<file path="config.mk">
export PLATFORM = sky130hd
export DESIGN_NAME = data_cache
export DESIGN_NICKNAME = d
export VERILOG_FILES = /design/src/rtl/data_cache.sv
export SDC_FILE = /design/constraint.sdc
export NUM_CORES = 1
export LEC_CHECK = 0
export BUFFER_PORTS_ARGS = -buffer_cell sky130_fd_sc_hd__buf_2
export CORE_MARGIN = 4
export CORE_UTILIZATION = 58
export DETAILED_ROUTE_END_ITERATION = 7
export PLACE_DENSITY = 0.83
export SYNTH_ARGS = -nofsm -noshare
export SYNTH_HDL_FRONTEND = slang
export SYNTH_SLANG_ARGS = --single-unit
</file>
<file path="constraint.sdc">
create_clock -name clk -period 17.3 [get_ports clk]
set_input_delay 2.595 -clock clk [delete_from_list [all_inputs] [get_ports clk]]
set_output_delay 2.595 -clock clk [all_outputs]
set_load 0.01 [all_outputs]
</file>
<file path="src/rtl/data_cache.sv">
// rtl/data_cache.sv - direct-mapped write-back write-allocate data cache for the MEM stage
//
// Purpose: services MEM-stage loads and stores from a direct-mapped array,
// stalls the pipeline on a miss, and moves whole lines to and from main
// memory over a request/ready handshake (write-back of a dirty victim, then
// refill).
//
// Ports:
//   clk, reset                      clock, synchronous active-high reset
//   in_mem_read, in_mem_write       load / store request (never both high)
//   in_addr, in_wdata, in_funct3    byte address, store data, access size/sign
//   out_rdata                       load result (0 when no load hit)
//   out_stall                       pipeline stall while a miss is serviced
//   out_mem_req, out_mem_we         memory request valid, 1=write-back 0=refill
//   out_mem_addr, out_mem_wdata     line-aligned address, victim line
//   in_mem_ready, in_mem_rdata      one-cycle completion pulse, refill line
module data_cache #(
  parameter int NUM_LINES  = 4,
  parameter int LINE_BYTES = 16,
  localparam int LINE_BITS = 8 * LINE_BYTES
) (
  input  logic                 clk,
  input  logic                 reset,
  input  logic                 in_mem_read,
  input  logic                 in_mem_write,
  input  logic [31:0]          in_addr,
  input  logic [31:0]          in_wdata,
  input  logic [2:0]           in_funct3,
  output logic [31:0]          out_rdata,
  output logic                 out_stall,
  output logic                 out_mem_req,
  output logic                 out_mem_we,
  output logic [31:0]          out_mem_addr,
  output logic [LINE_BITS-1:0] out_mem_wdata,
  input  logic                 in_mem_ready,
  input  logic [LINE_BITS-1:0] in_mem_rdata
);

  localparam int OFF_W = $clog2(LINE_BYTES);
  localparam int IDX_W = $clog2(NUM_LINES);
  localparam int TAG_W = 32 - OFF_W - IDX_W;

  typedef enum logic [1:0] {IDLE, WB, FILL} state_t;

  state_t                 state_q, state_d;
  logic [NUM_LINES-1:0]   valid_q, dirty_q;
  logic [TAG_W-1:0]       tag_q  [NUM_LINES];
  logic [LINE_BITS-1:0]   data_q [NUM_LINES];

  logic [OFF_W-1:0]       off, aoff;
  logic [IDX_W-1:0]       idx;
  logic [TAG_W-1:0]       tag;
  logic [OFF_W+2:0]       bit_sh;
  logic                   access, hit;
  logic [31:0]            word;
  logic [LINE_BITS-1:0]   line, mask_base, st_mask, st_data, merged;

  assign off    = in_addr[OFF_W-1:0];
  assign idx    = in_addr[OFF_W +: IDX_W];
  assign tag    = in_addr[31 -: TAG_W];
  assign access = in_mem_read | in_mem_write;
  assign line   = data_q[idx];
  assign hit    = valid_q[idx] && (tag_q[idx] == tag);

  // Halfword and word accesses ignore the low address bits instead of trapping.
  always_comb begin
    aoff      = off;
    mask_base = LINE_BITS'(8'hFF);
    case (in_funct3[1:0])
      2'd1: begin
        aoff      = {off[OFF_W-1:1], 1'b0};
        mask_base = LINE_BITS'(16'hFFFF);
      end
      2'd2: begin
        aoff      = {off[OFF_W-1:2], 2'b00};
        mask_base = LINE_BITS'(32'hFFFF_FFFF);
      end
      default: ;
    endcase
  end

  assign bit_sh  = {aoff, 3'b000};
  assign word    = 32'(line >> bit_sh);
  assign st_mask = mask_base << bit_sh;
  assign st_data = LINE_BITS'(in_wdata) << bit_sh;
  assign merged  = (line & ~st_mask) | (st_data & st_mask);

  always_comb begin
    out_rdata = 32'd0;
    if (state_q == IDLE && in_mem_read && hit) begin
      case (in_funct3)
        3'd0:    out_rdata = {{24{word[7]}}, word[7:0]};
        3'd1:    out_rdata = {{16{word[15]}}, word[15:0]};
        3'd2:    out_rdata = word;
        3'd4:    out_rdata = {24'd0, word[7:0]};
        3'd5:    out_rdata = {16'd0, word[15:0]};
        default: out_rdata = 32'd0;
      endcase
    end
  end

  assign out_stall = (state_q != IDLE) | (access & ~hit);

  // Request outputs are decoded from the state and the held request, so they
  // stay stable for as long as memory withholds ready.
  always_comb begin
    state_d       = state_q;
    out_mem_req   = 1'b0;
    out_mem_we    = 1'b0;
    out_mem_addr  = 32'd0;
    out_mem_wdata = '0;
    case (state_q)
      IDLE: begin
        if (access && !hit) state_d = (valid_q[idx] && dirty_q[idx]) ? WB : FILL;
      end
      WB: begin
        out_mem_req   = 1'b1;
        out_mem_we    = 1'b1;
        out_mem_addr  = {tag_q[idx], idx, {OFF_W{1'b0}}};
        out_mem_wdata = line;
        if (in_mem_ready) state_d = FILL;
      end
      FILL: begin
        out_mem_req  = 1'b1;
        out_mem_addr = {tag, idx, {OFF_W{1'b0}}};
        if (in_mem_ready) state_d = IDLE;
      end
      default: state_d = IDLE;
    endcase
  end

  always_ff @(posedge clk) begin
    if (reset) begin
      state_q <= IDLE;
      valid_q <= '0;
      dirty_q <= '0;
    end else begin
      state_q <= state_d;
      if (state_q == FILL && in_mem_ready) begin
        valid_q[idx] <= 1'b1;
        dirty_q[idx] <= 1'b0;
      end else if (state_q == IDLE && in_mem_write && hit) begin
        dirty_q[idx] <= 1'b1;
      end
    end
  end

  // Tag and data need no reset; valid gates every use of them.
  always_ff @(posedge clk) begin
    if (!reset) begin
      if (state_q == FILL && in_mem_ready) begin
        data_q[idx] <= in_mem_rdata;
        tag_q[idx]  <= tag;
      end else if (state_q == IDLE && in_mem_write && hit) begin
        data_q[idx] <= merged;
      end
    end
  end

endmodule
</file>
==> impl_summary.md <==
Outcome
The flow ran to the end, and the final reports show no timing, DRC or antenna violations.

Clocking
The tree is rooted in a sky130_fd_sc_hd__clkbuf_16. The TritonCTS clock tree is done. The clock sink count is 626.

The clock transition time at the flip-flop clock pins of the worst setup and hold paths is 0.06 ns. Hold repair after CTS inserted 0 buffers. The number of gates resized after CTS is 0. The clock tree synthesis step divided the H-tree into 3 levels. Buffers inserted during clock tree synthesis total 66. In this run the deepest clock path goes through 3 buffers.

The total setup buffers inserted after CTS is 0. The source-to-sink clock delay at the later pin of the worst-skew pair is 0.63 ns.

Placement
Timing analysis after detailed placement gives a worst setup slack of 7.15 ns. The wire-length estimate of the detail-placed layout is 79,000 um. Counting tap cells, the placed design contains a total of 3,169 instances.

The number of input and output port buffers inserted is 390. After detailed placement, the total cell area comes to 0.0355 mm^2. The final weighted congestion in routability-driven placement is 1.07.

Global routing
The via count of the first global-routing pass was 22,800. The wire length of the first global-routing pass is 161,000 um. Across every metal layer, demand over resource in global routing totals 0.371. For this run the aggregate overflow at the end of global routing stands at 0. The number of antenna violations at the first check in global routing is 6. The maximum number of pins on one net before global-route repair is 133.

Critical path
The endpoint arrival time on the critical path is 7.60 ns. The sum of buffers and inverters on the critical path is 5. Walking the worst path, the cells encountered are buf_8 -> buf_12 -> inv_1 -> a221o_1 -> o32a_1 -> a2111oi_0 -> nand4_1 -> buf_4 -> a2111oi_0 -> buf_2. The nature of the critical path endpoint is a primary output.

The cell family contributing the most delay on the critical path is buffers and inverters. The critical path's most frequent cell is sky130_fd_sc_hd__a2111oi_0. The delay of the slowest critical-path stage is 0.90 ns.

The worst setup path is launched from an input port. The critical path class is input port to primary output. The required time of the critical path is 14.70 ns. For this design, the slowest cell found on the critical path is sky130_fd_sc_hd__a2111oi_0.

In this run the worst path has a maximum fanout of 95.

Synth
The average cell area after synthesis is 15.3 um^2. Among all flip-flop cells after synthesis, the most frequent one is sky130_fd_sc_hd__edfxtp_1. The number of register bits inferred by synthesis is 626. After technology mapping, the gate count stands at 2,150. After synthesis the cells add up to 0.0329 mm^2. The number of flops mapped to enable cells by yosys is 616. The share of the Yosys chip area taken by registers is 0.569. Of all flip-flops after synthesis, the portion carrying an async set or reset was 0. The count of different cell masters after synthesis is 74. The Yosys step of the flow raised 0 warnings.

STA
Setup repair after global routing left no endpoint under its margin. The relative max-transition margin is 0.0769. The number of max-slew violations in the final report is 0. Setup violations remaining at the end of the flow were counted as 0.

The slew at the pin closest to its max-slew limit is 1.38 ns. The total negative slack is 0 ns. The top achievable clock speed is 98.1 MHz. On the final layout, the worst clock skew is 0.0350 ns. The hold violation count in the final report came to 0. The ratio of final minimum period to clock period is 0.589. The least setup slack across all paths after layout is 7.11 ns. The smallest clock period supported by the final layout is computed as 10.19 ns.

Drt
The mean routed wirelength per cell is 34.5 um. The remaining routing DRC violations is 0. The first-pass detailed-route iteration total is 7.

The vias after detailed routing is 23,100. The first routing iteration left 3,020 violations. The detailed-route wire length is 114,000 um.

The detail route stage leaves a number of antenna-violating nets equal to 0. The number of vias per cell after detailed routing is 7.02.

Power
In this run the static leakage power is 13.6 nW. After layout, the design draws a total of 3.56 mW. Across the VDD grid, the largest voltage drop is 0.112 mV.

Dividing total power by cell area gives a power density of 94.6 mW/mm^2.

Final layout
The final design area excluding fillers is 0.0376 mm^2. The area growth from synthesis to layout is 14.6%. The multi-input logic area is 0.0135 mm^2. At the end of the flow, the number of nets in the layout was 2,695. Leaving out filler cells and counting taps, the final layout contains 3,295. The most common cell after layout, fill and taps aside is sky130_fd_sc_hd__edfxtp_1. After filler insertion, the fill cell instance count of the layout stands at 3,729. Leaving out fill and tap cells, the most frequent cells in the layout are 616 x sky130_fd_sc_hd__edfxtp_1, 388 x sky130_fd_sc_hd__buf_2, 215 x sky130_fd_sc_hd__mux2_2. Of the cells placed in the final design, the portion with a size suffix greater than 1 is 0.373. The area taken by flip-flops and latches is 0.0187 mm^2.

Run
Across the run, the number of max-cap violations was 0.

Die
The die width is 246 um. The die covers 0.0605 mm^2. For this design the top-level I/O count stands at 395. The core region is 0.0556 mm^2.

The y dimension of the die is 246 um. The effective utilization at floorplan is 0.591. After floorplanning, the core was divided into 86 placement rows.

Min path
The tightest min-delay check is of the flip-flop to flip-flop type.
==> per-layer routing <==
metal | track usage | vias up | routed length, um
met4 | 0.184 | 4 | 6770
met1 | 0.493 | 11700 | 40400
met5 | 0 | - | 27
li1 | - | 9360 | -
met2 | 0.583 | 1758 | 53400
met3 | 0.0842 | 325 | 13000
==> layout make-up <==
| cell class | instances | share of cell area |
|---|---|---|
| Tap cell | 748 | 0.0249 |
| Antenna cell | 6 | 0.000399 |
| Sequential cell | 626 | 0.497 |
| Clock buffer | 79 | 0.0457 |
| Multi-Input combinational cell | 1342 | 0.358 |
| Clock inverter | 41 | 0.0101 |
| Inverter | 18 | 0.00179 |
| Timing Repair Buffer | 435 | 0.0626 |
==> worst paths after layout <==
kind	startpoint	endpoint	slack, ns	cells after the start
min reg2reg	valid_q[1]	valid_q[1]	0.48	1
max reg2reg	tag_q[3][15]	data_q[0][74]	11.77	8
max	in_addr[4]	out_rdata[0]	7.11	10
min	valid_q[1]	valid_q[1]	0.48	1
==> stage by stage <==
step	hold WS, ns	util
CTS	0.465	0.676
global route	0.500	0.677
floorplan	0.421	-
global placement	0.431	0.639
finish	0.475	0.677
detailed placement	0.438	0.639
==> state kept, by name, indices dropped and copies added, names as in the netlist, named ones only <==
signal and flops:
data_q 512, state_q 2, tag_q 104, valid_q 4
==> cell usage after synthesis, drive strengths merged, types with 27 or more instances <==
cell type | instances | share of area
nand2 | 105 | 0.012
and2 | 129 | 0.025
nor2b | 34 | 0.0065
edfxtp | 616 | 0.56
mux4 | 175 | 0.12
mux2i | 144 | 0.044
o22ai | 27 | 0.0051
mux2 | 290 | 0.099
o21ai | 28 | 0.0043
nor2 | 51 | 0.0058
clkbuf | 82 | 0.0094
buf | 85 | 0.015
==> cells by family (layout without fill, tap and decap cells) <==
kind of cell,Yosys count,after routing,synth area share
DFF,626,626,0.569
muxes,609,609,0.263
and+or+nand+nor,425,425,0.0698
AOI/OAI and AO/OA,275,275,0.0635
buffers and inverters,185,573,0.0259
xor gates and xnor gates,23,23,0.00613
adders and majority gates,6,6,0.00228
other,1,10,0.000114
==> report_power, final <==
group          switching, mW  internal [mW]
Clock                  0.603          0.769
Sequential           0.00436           1.68
Combinational          0.316          0.185
Total                  0.924           2.64
==> worst reg2reg max path, delay by kind of cell (launching register included) <==
kind	cells	cell delay, ns
AO/OA/AOI/OAI	1	0.41
flip-flops	1	0.38
multiplexers	1	0.51
AND/OR/NAND/NOR	3	1.59
XOR/XNOR	1	0.40
buffers and inverters	2	1.71
Power figures use the tool's default switching activity.
